File: src/rtl/bsg_wormhole_router_route_tracker_dor.sv
// Per-input route tracker for a dimension-ordered wormhole router: decodes the
// header destination into a one-hot direction and holds it for the packet body.
//
// state | meaning
// IDLE  | head flit (if valid) is a header; route decoded combinationally
// BODY  | body flits in flight; route_q held until the tail is consumed
module bsg_wormhole_router_route_tracker_dor #(
    parameter int dims_p = 2,
    parameter int cord_markers_pos_p [dims_p:0] = '{5, 4, 0},
    parameter int len_width_p = 4,
    parameter int flit_width_p = 16,
    parameter bit reverse_order_p = 1'b0,
    localparam int cord_w = cord_markers_pos_p[dims_p],
    localparam int dirs_lp = 2*dims_p+1
) (
    input  logic                    clk_i,
    input  logic                    reset_i,
    input  logic [cord_w-1:0]       my_cord_i,
    input  logic                    reverse_order_i,
    input  logic                    v_i,
    input  logic [flit_width_p-1:0] data_i,
    input  logic                    yumi_i,
    output logic [dirs_lp-1:0]      req_o,
    output logic                    header_o,
    output logic                    tail_o
);

    typedef enum logic {IDLE, BODY} state_e;

    state_e                 state_q, state_d;
    logic [len_width_p-1:0] cnt_q, cnt_d;
    logic [dirs_lp-1:0]     route_q, route_d;
    logic [dirs_lp-1:0]     dec;
    logic [dims_p-1:0]      eq, lt;
    logic [cord_w-1:0]      tgt_cord;
    logic [len_width_p-1:0] len;
    logic                   order;
    logic                   pre_eq;
    logic                   unused_hi;

    assign tgt_cord  = data_i[cord_w-1:0];
    assign len       = data_i[cord_w+len_width_p-1:cord_w];
    assign order     = reverse_order_p ^ reverse_order_i;
    assign unused_hi = ^data_i[flit_width_p-1:cord_w+len_width_p];

    for (genvar i = 0; i < dims_p; i++) begin : g_cmp
        localparam int lo = cord_markers_pos_p[i];
        localparam int hi = cord_markers_pos_p[i+1] - 1;
        assign eq[i] = (tgt_cord[hi:lo] == my_cord_i[hi:lo]);
        assign lt[i] = (tgt_cord[hi:lo] <  my_cord_i[hi:lo]);
    end

    // A dimension may route only once every dimension ahead of it in the order matches.
    always_comb begin
        dec    = '0;
        pre_eq = 1'b1;
        dec[0] = &eq;
        for (int i = 0; i < dims_p; i++) begin
            pre_eq = 1'b1;
            for (int j = 0; j < dims_p; j++) begin
                if (order ? (j > i) : (j < i)) pre_eq = pre_eq & eq[j];
            end
            dec[2*i+1] = pre_eq & lt[i];
            dec[2*i+2] = pre_eq & ~eq[i] & ~lt[i];
        end
    end

    always_comb begin
        state_d  = state_q;
        cnt_d    = cnt_q;
        route_d  = route_q;
        req_o    = '0;
        header_o = 1'b0;
        tail_o   = 1'b0;
        case (state_q)
            IDLE: begin
                header_o = v_i;
                tail_o   = v_i && (len == '0);
                if (v_i) req_o = dec;
                if (yumi_i && (len != '0)) begin
                    route_d = dec;
                    cnt_d   = len;
                    state_d = BODY;
                end
            end
            BODY: begin
                tail_o = v_i && (cnt_q == len_width_p'(1));
                if (v_i) req_o = route_q;
                if (yumi_i) begin
                    cnt_d = cnt_q - 1'b1;
                    if (cnt_q == len_width_p'(1)) state_d = IDLE;
                end
            end
            default: state_d = IDLE;
        endcase
    end

    always_ff @(posedge clk_i or posedge reset_i) begin
        if (reset_i) begin
            state_q <= IDLE;
            cnt_q   <= '0;
            route_q <= '0;
        end else begin
            state_q <= state_d;
            cnt_q   <= cnt_d;
            route_q <= route_d;
        end
    end

    always_ff @(posedge clk_i) begin
        if (!reset_i) begin
            assert (!(yumi_i && !v_i)) else $error("yumi_i asserted without v_i");
            assert (!v_i || $onehot(req_o)) else $error("req_o not one-hot while v_i");
        end
    end

endmodule

File: config.mk
export PLATFORM = sky130hd
export DESIGN_NAME = bsg_wormhole_router_route_tracker_dor
export DESIGN_NICKNAME = d
export VERILOG_FILES = /design/src/rtl/bsg_wormhole_router_route_tracker_dor.sv
export SDC_FILE = /design/constraint.sdc
export NUM_CORES = 1
export LEC_CHECK = 0
export BUFFER_PORTS_ARGS = -buffer_cell sky130_fd_sc_hd__buf_4
export CAP_MARGIN = 20
export CORE_MARGIN = 2
export CORE_UTILIZATION = 34
export CTS_CLUSTER_DIAMETER = 40
export CTS_CLUSTER_SIZE = 10
export DETAILED_ROUTE_END_ITERATION = 10
export SLEW_MARGIN = 20
export SYNTH_ARGS = -nofsm -noshare
export SYNTH_HDL_FRONTEND = slang
export SYNTH_SLANG_ARGS = --single-unit
File: constraint.sdc
create_clock -name clk_i -period 1.6 [get_ports clk_i]
set_input_delay 0.08 -clock clk_i [delete_from_list [all_inputs] [get_ports clk_i]]
set_output_delay 0.08 -clock clk_i [all_outputs]
set_load 0.005 [all_outputs]
==> summary.md, run 1 <==
| Metric | Value |
|---|---|
| Antenna cells | `0` |
| Worst-Skew Late Latency | `0.26 ns` |
| Headroom to the max-slew limit | `69.5%` |
| Row count | `17` |
| CTS tree | `built` |
| DRC Markers | `0` |
| DP Cell Count | `143` |
| Ys flop type | `dfrtp_1` |
| Final ANT Viol Nets | `0` |
| Clock share of power | `between 10% and 20%` |
| Clk root buf | `clkbuf_4` |
| Final hold vios | `0` |
| Critical path class | `flip-flop to output pin` |
| IO Port Bufs | `25` |
| Flop pwr share | `slightly above 40%` |
| Largest net degree at the start of global routing | `15` |
| Max FO, Critical Path | `14` |
| Crit. End Element | `output pin` |
| P_sw | `0.401 mW` |
| Lkg Pwr | `0.537 nW` |
| Crit-path cells | `nand2b_1 > o41ai_2 > buf_4` |
| Total power | `1.10 mW` |
| Vias in the first global route | `731` |
| Yosys top cell by area | `dfrtp_1` |
| Max_cap viols | `0` |
| Fmax | `0.688 GHz` |
| Slew Viols, Final | `0` |
| Final WL | `between 1.5 and 2 mm` |
| CTS buffer count | `3` |
| Gr usage total | `15.4%` |
| HP Class | `input pin to flip-flop` |
| Worst Path Arrival | `1.37 ns` |
| Clock skew | `~0.0014 ns` |
| First-pass GRT wire length | `3.11 mm` |
| Final non-filler cell total | `147` |
| Share of layout cells above drive strength 1 | `between 20% and 30%` |
| Initial DRT Pass Iterations | `4` |
| Syn Nets | `127` |
| Synth top area share | `32.1%` |
| Synth warn | `0` |
| Max Root-Sink Buffers | `2` |
| Critical Path Slowest Stage Cell | `dfrtp_2` |
| Commonest non-fill, non-tap cells in the layout | `26 x buf_4, 13 x inv_1, 10 x o21ai_0, 10 x nand2_1, 9 x dfrtp_1` |
| Clock transition at the registers of the reported paths | `around 0.06 ns` |
| EDFF count, synth | `0` |
| CP peak stage delay | `0.50 ns` |
| Setup crit start kind | `flip-flop` |
| Most common cell after layout, fill and taps aside | `buf_4` |
| Die area | `2690 um^2` |
| Pre-CTS WS | `0.180 ns` |
| CP required | `1.52 ns` |
| Clk sinks | `10` |
| Setup_tns | `0 ns` |
| GR Overflow Total | `0` |
| Die X | `slightly above 50 um` |
| RSZ-0062 raised after global routing | `no` |
| Tmin final | `1.45 ns` |
| Setup violations, final | `0` |
| I/O pin cnt | `33` |
| Placed inst area | `roughly 1000 um^2` |
| Status | `finished clean` |
| Max IR drop VDD | `around 0.43 mV` |
| Initial antenna violation count | `0` |
| Post-detail-place hpwl | `about 1.4 mm` |
| Initial Util | `between 30% and 40%` |
| H-tree depth | `1` |
| Yosys cell types | `29` |
| Core Footprint | `2190 um^2` |
| Synthesized area per cell | `8.29 um^2` |
| Async SR Flop Fraction | `100%` |
| Hold_ws | `0.127 ns` |
| Routed WL per cell | `12.3 um` |
| Period utilization | `90.8%` |
| Iteration-0 DRC Markers | `22` |
| Worst-Margin Slew | `0.454 ns` |
| Area delta synth->final | `31.3%` |
| P per Cell Area | `1080 nW/um^2` |
| Gpl congestion | `around 0.77` |
| Vias per cell | `5.25` |
| Switch share | `36.3%` |
| Post-route cell area | `about 1000 um^2` |
| # Post-CTS Setup Buffers | `0` |
| Combinational group share of total power | `a little over two fifths` |
| Fin nets | `154` |
| Internal Power | `roughly 0.70 mW` |
| Via count | `772` |
| #FFs+latches synth | `10` |
| Top cells by area, synth | `dfrtp_1 32%, ha_1 11%, o21ai_0 6.4%` |
| Fin util | `46.7%` |
| Flop2flop setup slack | `0.41 ns` |
| Register area share after synthesis | `between 30 and 40%` |
| Post-Syn Area | `779 um^2` |
| Die Ht | `51.9 um` |
| Post-Synthesis Cells | `94` |
| Setup ws final | `0.147 ns` |
-- routing by layer --
layer | global-route usage (%) | up-vias | routed length [um]
li1 | - | 386 | -
met1 | 19.2 | 358 | 833
met2 | 25.9 | 24 | 871
met3 | 2.59 | 4 | 88
met4 | 6.58 | 0 | 20
met5 | 0 | - | 0
-- cells by family after synthesis --
kind of cell | count (synthesis) | synth area share, %
compound gates | 26 | 22.8
flops | 10 | 32.1
buf+inv | 18 | 9.79
mux | 1 | 1.28
simple gates | 32 | 22.8
fa+ha+maj | 7 | 11.2
-- what timing repair did --
item,CTS,global route
hold buffers,1,0
hold endpoints to repair,10,0
setup endpoints to repair,0,1
resized for setup,0,2
-- power by group through the flow --
stage          Combinational (mW)  Clock, mW  Sequential [mW]
6_report                    0.482      0.170            0.452
2_1_floorplan               0.354          0            0.414
3_5_place_dp                0.477          0            0.454
3_3_place_gp                0.462          0            0.447
5_1_grt                     0.555      0.196            0.465
4_1_cts                     0.483      0.182            0.449
-- worst max-delay path, delay by kind of cell (launching register included) --
kind | cells | cell delay, ns
buffers and inverters | 1 | 0.16
flip-flops | 1 | 0.50
AND/OR/NAND/NOR | 1 | 0.23
AO/OA/AOI/OAI | 1 | 0.22
-- final cells by class --
cell class | count | area (um^2)
clock buffer | 3 | 22.5
fill | 220 | 1170
inverter | 13 | 48.8
multi-input combinational | 66 | 460
sequential | 10 | 251
tap | 28 | 35.0
timing repair buffer | 27 | 205
-- registers in the layout, indices dropped and copies added, names as in the netlist --
register  flops
state_q       1
route_q       5
cnt_q         4
-- cells in the mapped netlist (2+ instances only) --
master and instances:
o22ai_1 2, a21oi_1 3, nor3_1 2, o41ai_1 2, nor2_1 4, ha_1 7, clkbuf_1 2, and2_1 2
o21ai_0 10, nand3_1 7, a22o_1 2, a221oi_1 2, dfrtp_1 10, o211a_1 3, nand2_1 10, inv_1 13
-- path summary, 6_finish.rpt --
check                      startpoint          to  cells past startpoint
setup / recovery              state_q    req_o[4]                      3
hold / removal                 yumi_i    cnt_q[3]                      2
setup reg to reg              state_q    cnt_q[3]                      3
hold reg to reg            route_q[4]  route_q[4]                      2
max in group asynchronous     reset_i     state_q                      3
min in group asynchronous     reset_i    cnt_q[1]                      3
No activity file was read; power rests on OpenSTA's default activity.
==> inputs of run 2 (changes only) <==
==> constraint.sdc (replaced) <==
create_clock -name clk_i -period 1.6 [get_ports clk_i]
set_input_delay 0.32 -clock clk_i [delete_from_list [all_inputs] [get_ports clk_i]]
set_output_delay 0.32 -clock clk_i [all_outputs]
set_load 0.005 [all_outputs]
==> run 2 against run 1 <==
The flow now finishes with violations (setup timing). Design area grew 31%. First-iteration DRC count fell by 73%. Maximum frequency is 20% lower. Utilization increased by 15 points. Total power grew 23%. Clock skew about the same. Non-clock buffer count increased by 21. Via count grew 11%. Critical endpoint is now req_o[2]. Largest cell class unchanged.
==> summary.md, run 2 (same netlist as run 1, synthesis figures left out) <==
| Metric | Value |
|---|---|
| Critical path class | `input pin to output pin` |
| Headroom to the max-slew limit | `74.0% (+4.5 points)` |
| Post-detail-place hpwl | `1.46 mm (+4.5%)` |
| Die Ht | `51.9 um (unchanged)` |
| P per Cell Area | `1010 nW/um^2 (-6.7%)` |
| Final hold vios | `0 (unchanged)` |
| Worst Path Arrival | `1.49 ns (+0.12 ns)` |
| I/O pin cnt | `33 (unchanged)` |
| Gr usage total | `16.5% (+1.1 points)` |
| DRC Markers | `0 (unchanged)` |
| Final WL | `2.15 mm (+18%)` |
| Final non-filler cell total | `169 (+15%)` |
| Max FFs per register | `5 (unchanged)` |
| CTS tree | `built` |
| First-pass GRT wire length | `3.40 mm (+9.3%)` |
| Most common cell after layout, fill and taps aside | `buf_4` |
| Die area | `2690 um^2 (unchanged)` |
| Setup crit start kind | `input pin` |
| Core Footprint | `2190 um^2 (unchanged)` |
| HP Class | `input pin to asynchronous set/reset pin` |
| Clk sinks | `10 (unchanged)` |
| Routed WL per cell | `12.7 um (+3.0%)` |
| Gpl congestion | `0.697 (-10%)` |
| Most common cell on crit path | `buf_6` |
| Met1 Use GR | `19.8% (+0.57 points)` |
| Met2 Use GR | `29.7% (+3.8 points)` |
| Hold_buf cts | `0 (-1)` |
| Max IR drop VDD | `0.573 mV (+35%)` |
| Area delta synth->final | `72.6%` |
| Final ANT Viol Nets | `0 (unchanged)` |
| Initial antenna violation count | `0 (unchanged)` |
| Delay-heaviest family, CP | `simple AND/OR/NAND/NOR gates` |
| Vias per cell | `5.08 (-3.2%)` |
| Antenna cells | `0 (unchanged)` |
| Fmax | `0.551 GHz (-20%)` |
| Worst-Margin Slew | `0.390 ns (-0.0636 ns)` |
| Flop pwr share | `33.6% (-7.3 points)` |
| Top Registers | `route_q: 5 flops, cnt_q: 4 flops, state_q: 1 flops` |
| Tmin final | `1.81 ns (+0.361 ns)` |
| IO Port Bufs | `25 (unchanged)` |
| Fin nets | `175 (+14%)` |
| RSZ-0062 raised after global routing | `yes` |
| Lkg Pwr | `0.664 nW (+24%)` |
| Combinational group share of total power | `49.6% (+5.9 points)` |
| Clock skew | `0.00185 ns (+0.000491 ns)` |
| Status | `complete, but fails checks` |
| CTS buffer count | `3 (unchanged)` |
| Crit. End Element | `output pin` |
| Via count | `859 (+11%)` |
| Switch share | `35.6% (-0.62 points)` |
| Max Root-Sink Buffers | `2 (unchanged)` |
| Placed inst area | `1090 um^2 (+11%)` |
| Largest net degree at the start of global routing | `13 (-2)` |
| CP peak stage delay | `0.23 ns (-0.27 ns)` |
| Iteration-0 DRC Markers | `6 (-73%)` |
| Pre-CTS WS | `-0.278 ns (-0.458 ns)` |
| Commonest non-fill, non-tap cells in the layout | `36 x buf_4, 11 x buf_6, 10 x nand2_1` |
| Failing checks | `setup timing` |
| Initial Util | `35.6% (unchanged)` |
| Worst Path Buf+Inv | `3 (+2)` |
| Row count | `17 (unchanged)` |
| Met3 GRT Util | `3.45% (+0.86 points)` |
| Internal Power | `0.872 mW (+24%)` |
| Setup ws final | `-0.214 ns (-0.361 ns)` |
| Die X | `51.9 um (unchanged)` |
| Reg with most FFs | `route_q` |
| Slew Viols, Final | `0 (unchanged)` |
| DP Cell Count | `156 (+9.1%)` |
| Period utilization | `113% (+23 points)` |
| Clock transition at the registers of the reported paths | `0.07 ns (about the same)` |
| CP required | `1.28 ns (-0.24 ns)` |
| Vias in the first global route | `841 (+15%)` |
| Critical Path Slowest Stage Cell | `ha_4` |
| Clk root buf | `clkbuf_4` |
| Post-route cell area | `1350 um^2 (+31%)` |
| Total power | `1.35 mW (+23%)` |
| GR Overflow Total | `0 (unchanged)` |
| Max FO, Critical Path | `5 (-9)` |
| Fillers | `180 (-18%)` |
| Setup_tns | `-0.612 ns (-0.612 ns)` |
| Share of layout cells above drive strength 1 | `54.6% (+27 points)` |
| Clock share of power | `16.8% (+1.4 points)` |
| Setup violations, final | `6 (+6)` |
| Busiest grt layer | `met2` |
| Max_cap viols | `0 (unchanged)` |
| H-tree depth | `1 (unchanged)` |
| Initial DRT Pass Iterations | `4 (unchanged)` |
| Worst-Skew Late Latency | `0.26 ns (about the same)` |
| Crit-path cells | `buf_6 > ha_4 > and4_4 > buf_4 > nor4b_2 > a32o_2 > buf_6` |
| P_sw | `0.483 mW (+21%)` |
run 2: cell count changes in the layout (fill, tap and decap cells not counted), sizes merged:
cell,previous run,this run
clkbuf,3,4
buf,26,48
dlygate4sd3,1,0
run 2: cell type report:
class / instances / area, um^2 / area share (%)
Tap cell: 28 / 35.0 / 2.60
Inverter: 13 / 51.3 / 3.81
Timing Repair Buffer: 48 / 399 / 29.7
Multi-Input combinational cell: 66 / 571 / 42.4
Clock buffer: 4 / 36.3 / 2.70
Sequential cell: 10 / 253 / 18.8
run 2: power groups by stage:
stage               clock [mW]  combinational (mW)  sequential [mW]
finish                   0.228               0.671            0.456
global route             0.249               0.752            0.471
CTS                      0.235               0.606            0.448
detailed placement           0               0.520            0.456
global placement             0               0.504            0.457
floorplan                    0               0.360            0.414
run 2: worst paths after layout:
| kind | to | cells after the start | start | slack (ns) |
|---|---|---|---|---|
| setup / recovery | req_o[2] | 7 | data_i[3] | -0.21 |
| hold / removal | route_q[4] | 2 | reset_i | 0.04 |
| setup reg to reg | route_q[4] | 4 | state_q | 0.26 |
| hold reg to reg | route_q[1] | 2 | route_q[1] | 0.48 |
| max in group asynchronous | cnt_q[0] | 2 | reset_i | 1.26 |
| min in group clk_i | cnt_q[3] | 2 | yumi_i | 0.35 |
run 2: repair_timing:
item,CTS,global route
pin swaps,14,7
gates resized for setup,32,10
setup endpoints to repair,6,6
setup buffers,7,2
run 2: through the flow:
stage	hold WS [ns]	utilization, %
3_3_place_gp	0.336	49.7
6_report	0.0371	61.4
3_5_place_dp	0.347	49.7
5_1_grt	0.0594	61.4
2_1_floorplan	0.160	-
4_1_cts	0.0535	59.0
run 2: worst register-to-register path, stage by stage (launching register included):
cell      delay, ns
dfrtp_2        0.46
buf_4          0.16
nand3b_4       0.16
buf_4          0.15
o41ai_1        0.30
run 2: layer usage:
layer	part of all wire [%]	up-vias
met5	0	-
met4	1.0	0
met3	5.6	6
met2	52	25
met1	41	399
li1	-	429
==> inputs of run 3 (changes only) <==
--- a/config.mk
+++ b/config.mk
@@ -12,6 +12,7 @@
 export CTS_CLUSTER_DIAMETER = 40
 export CTS_CLUSTER_SIZE = 10
 export DETAILED_ROUTE_END_ITERATION = 10
+export PLACE_DENSITY = 0.71
 export SLEW_MARGIN = 20
 export SYNTH_ARGS = -nofsm -noshare
 export SYNTH_HDL_FRONTEND = slang
==> run 3 against run 2 <==
The flow still finishes with violations (setup timing). Die area did not move. Total power grew 11%. Via count up 7.1%. Utilization is 4.7 points higher. Clock skew is 0.0036 ns higher. Highest routed layer unchanged. Critical path type unchanged. Critical path depth rose by 1. First-iteration DRC count is 17% higher. Design area rose by 7.7%.
==> summary.md, run 3 (same netlist as run 1, synthesis figures left out) <==
| Metric | Value |
|---|---|
| Crit-path cells | `buf_6 > inv_4 > ha_4 > and4_4 > buf_4 > nor4b_4 > a32o_2 > buf_6` |
| Area of the multi-input gates | `596 um^2 (+4.4%)` |
| RSZ-0062 raised after global routing | `yes` |
| P per Cell Area | `1040 nW/um^2 (+3.2%)` |
| P_sw | `0.538 mW (+11%)` |
| Critical path class | `input pin to output pin` |
| Post-route cell area | `1450 um^2 (+7.7%)` |
| Share of layout cells above drive strength 1 | `61.7% (+7.1 points)` |
| Failing checks | `setup timing` |
| Worst Path Arrival | `1.44 ns (-0.05 ns)` |
| CTS tree | `built` |
| Max Root-Sink Buffers | `2 (unchanged)` |
| FF-to-FF Start | `state_q` |
| Die area | `2690 um^2 (unchanged)` |
| Headroom to the max-slew limit | `73.4% (-0.61 points)` |
| Routed WL per cell | `14.0 um (+10%)` |
| Core Footprint | `2190 um^2 (unchanged)` |
| Internal Power | `0.968 mW (+11%)` |
| Gpl congestion | `0.729 (+4.6%)` |
| Clock transition at the registers of the reported paths | `0.07 ns (about the same)` |
| Max_cap viols | `0 (unchanged)` |
| Status | `complete, but fails checks` |
| Top Registers | `route_q: 5 flops, cnt_q: 4 flops, state_q: 1 flops` |
| Vias in the first global route | `937 (+11%)` |
| Final ANT Viol Nets | `0 (unchanged)` |
| Setup ws final | `-0.161 ns (+0.0532 ns)` |
| Crit path from | `my_cord_i[3]` |
| Final hold vios | `0 (unchanged)` |
| Worst-Skew Late Latency | `0.27 ns (about the same)` |
| First-pass GRT wire length | `3.80 mm (+12%)` |
| Tmin final | `1.76 ns (-0.0532 ns)` |
| Iteration-0 DRC Markers | `7 (+1)` |
| IO Port Bufs | `25 (unchanged)` |
| Worst Path Buf+Inv | `4 (+1)` |
| CP peak stage delay | `0.20 ns (-0.03 ns)` |
| Area delta synth->final | `85.9%` |
| Reg with most FFs | `route_q` |
| Lkg Pwr | `0.718 nW (+8.2%)` |
| Initial DRT Pass Iterations | `4 (unchanged)` |
| Max FO, Critical Path | `5 (unchanged)` |
| Slew Viols, Final | `0 (unchanged)` |
| Clk sinks | `10 (unchanged)` |
| Fillers | `179 (-0.56%)` |
| Vias per cell | `5.20 (+2.3%)` |
| H-tree depth | `1 (unchanged)` |
| Die X | `51.9 um (unchanged)` |
| Final WL | `2.48 mm (+15%)` |
| Initial Util | `35.6% (unchanged)` |
| Placed inst area | `1080 um^2 (-0.69%)` |
| Via count | `920 (+7.1%)` |
| Initial antenna violation count | `0 (unchanged)` |
| Combinational group share of total power | `54.3% (+4.7 points)` |
| Die Ht | `51.9 um (unchanged)` |
| CP required | `1.28 ns (about the same)` |
| Fin nets | `183 (+4.6%)` |
| Commonest non-fill, non-tap cells in the layout | `41 x buf_4, 14 x buf_6, 9 x nand2_1` |
| Max FFs per register | `5 (unchanged)` |
| Most common cell on crit path | `buf_6` |
| Critical Path Slowest Stage Cell | `and4_4` |
| Clock share of power | `15.5% (-1.3 points)` |
| I/O pin cnt | `33 (unchanged)` |
| Hold_buf cts | `0 (unchanged)` |
| Max IR drop VDD | `0.627 mV (+9.3%)` |
| Most common cell after layout, fill and taps aside | `buf_4` |
| Gr usage total | `18.6% (+2.1 points)` |
| Worst-Margin Slew | `0.396 ns (+0.00589 ns)` |
| Setup violations, final | `6 (unchanged)` |
| Switch share | `35.7% (+0.088 points)` |
| DRC Markers | `0 (unchanged)` |
| Clk root buf | `clkbuf_4` |
| Post-detail-place hpwl | `1.51 mm (+3.4%)` |
| Crit. End Element | `output pin` |
| Period utilization | `110% (-3.3 points)` |
| Register area | `253 um^2 (unchanged)` |
| Row count | `17 (unchanged)` |
| CTS buffer count | `3 (unchanged)` |
| Clock skew | `0.00549 ns (+0.00364 ns)` |
| Setup crit start kind | `input pin` |
| Flop pwr share | `30.2% (-3.4 points)` |
| GR Overflow Total | `0 (unchanged)` |
| Antenna cells | `0 (unchanged)` |
| Pre-CTS WS | `-0.301 ns (-0.0223 ns)` |
| Largest net degree at the start of global routing | `16 (+3)` |
| Fmax | `0.568 GHz (+3.0%)` |
| HP Class | `input pin to asynchronous set/reset pin` |
| Delay-heaviest family, CP | `simple AND/OR/NAND/NOR gates` |
[run 3: changes by cell type in the layout (fill, tap and decap cells not counted), moves of 3 or more]
cell and change:
buf_4 +5, buf_6 +3, inv_2 -3, inv_4 +3, o21ai_1 -3
[run 3: what timing repair did]
action	CTS	global route
setup buffers	6	12
gates cloned	0	0
resized for setup	35	19
endpoints found under the setup margin	6	6
hold endpoints to repair	0	0
pin swaps	10	9
[run 3: final cells by class]
| cell class | count | area share (%) |
|---|---|---|
| inverters | 13 | 4.06 |
| flip-flops and latches | 10 | 17.4 |
| clock buffers | 4 | 2.50 |
| well taps | 28 | 2.42 |
| multi-input cells | 66 | 41.1 |
| repair buffers | 56 | 32.5 |
[run 3: power groups by stage]
stage,Combinational [mW],Sequential (mW),Clock (mW)
final,0.818,0.455,0.233
after global routing,0.908,0.465,0.254
after CTS,0.595,0.452,0.232
after detailed placement,0.528,0.453,0
after global placement,0.503,0.448,0
after floorplan,0.360,0.414,0
[run 3: through the flow]
| stage | cells | setup TNS [ns] | power [mW] | hold WS [ns] | utilization [%] |
|---|---|---|---|---|---|
| final | 177 | -0.639 | 1.51 | 0.0266 | 66.1 |
| after detailed placement | 155 | -1.34 | 0.981 | 0.330 | 49.3 |
| after global placement | 155 | -1.14 | 0.951 | 0.321 | 49.3 |
| after global routing | 177 | -1.04 | 1.63 | 0.0567 | 66.1 |
| after CTS | 165 | -0.423 | 1.28 | 0.0426 | 59.1 |
| after floorplan | 94 | -0.0213 | 0.774 | 0.160 | - |
[run 3: routing by layer]
layer  part of all wire (%)  wire (um)  track usage, %  vias to the layer above
li1                       -          -               -                      448
met1                     38        943            21.2                      440
met2                     55       1370            32.7                       26
met3                    4.5        111            4.89                        6
met4                    2.2         54            7.46                        0
met5                      0          0               0                        -
[run 3: final timing paths]
path | to | slack (ns) | depth (start not counted)
setup reg to reg | route_q[4] | 0.07 | 5
min in group clk_i | cnt_q[3] | 0.35 | 2
setup / recovery | req_o[2] | -0.16 | 8
hold reg to reg | route_q[4] | 0.50 | 2
hold / removal | cnt_q[1] | 0.03 | 2
max in group asynchronous | state_q | 1.27 | 2
[run 3: worst register-to-register path: cells and delay by family, from the launching register on]
| family | cells | cell delay, ns |
|---|---|---|
| buffers and inverters | 3 | 0.46 |
| AND/OR/NAND/NOR | 1 | 0.17 |
| AO/OA/AOI/OAI | 1 | 0.32 |
| flip-flops | 1 | 0.46 |
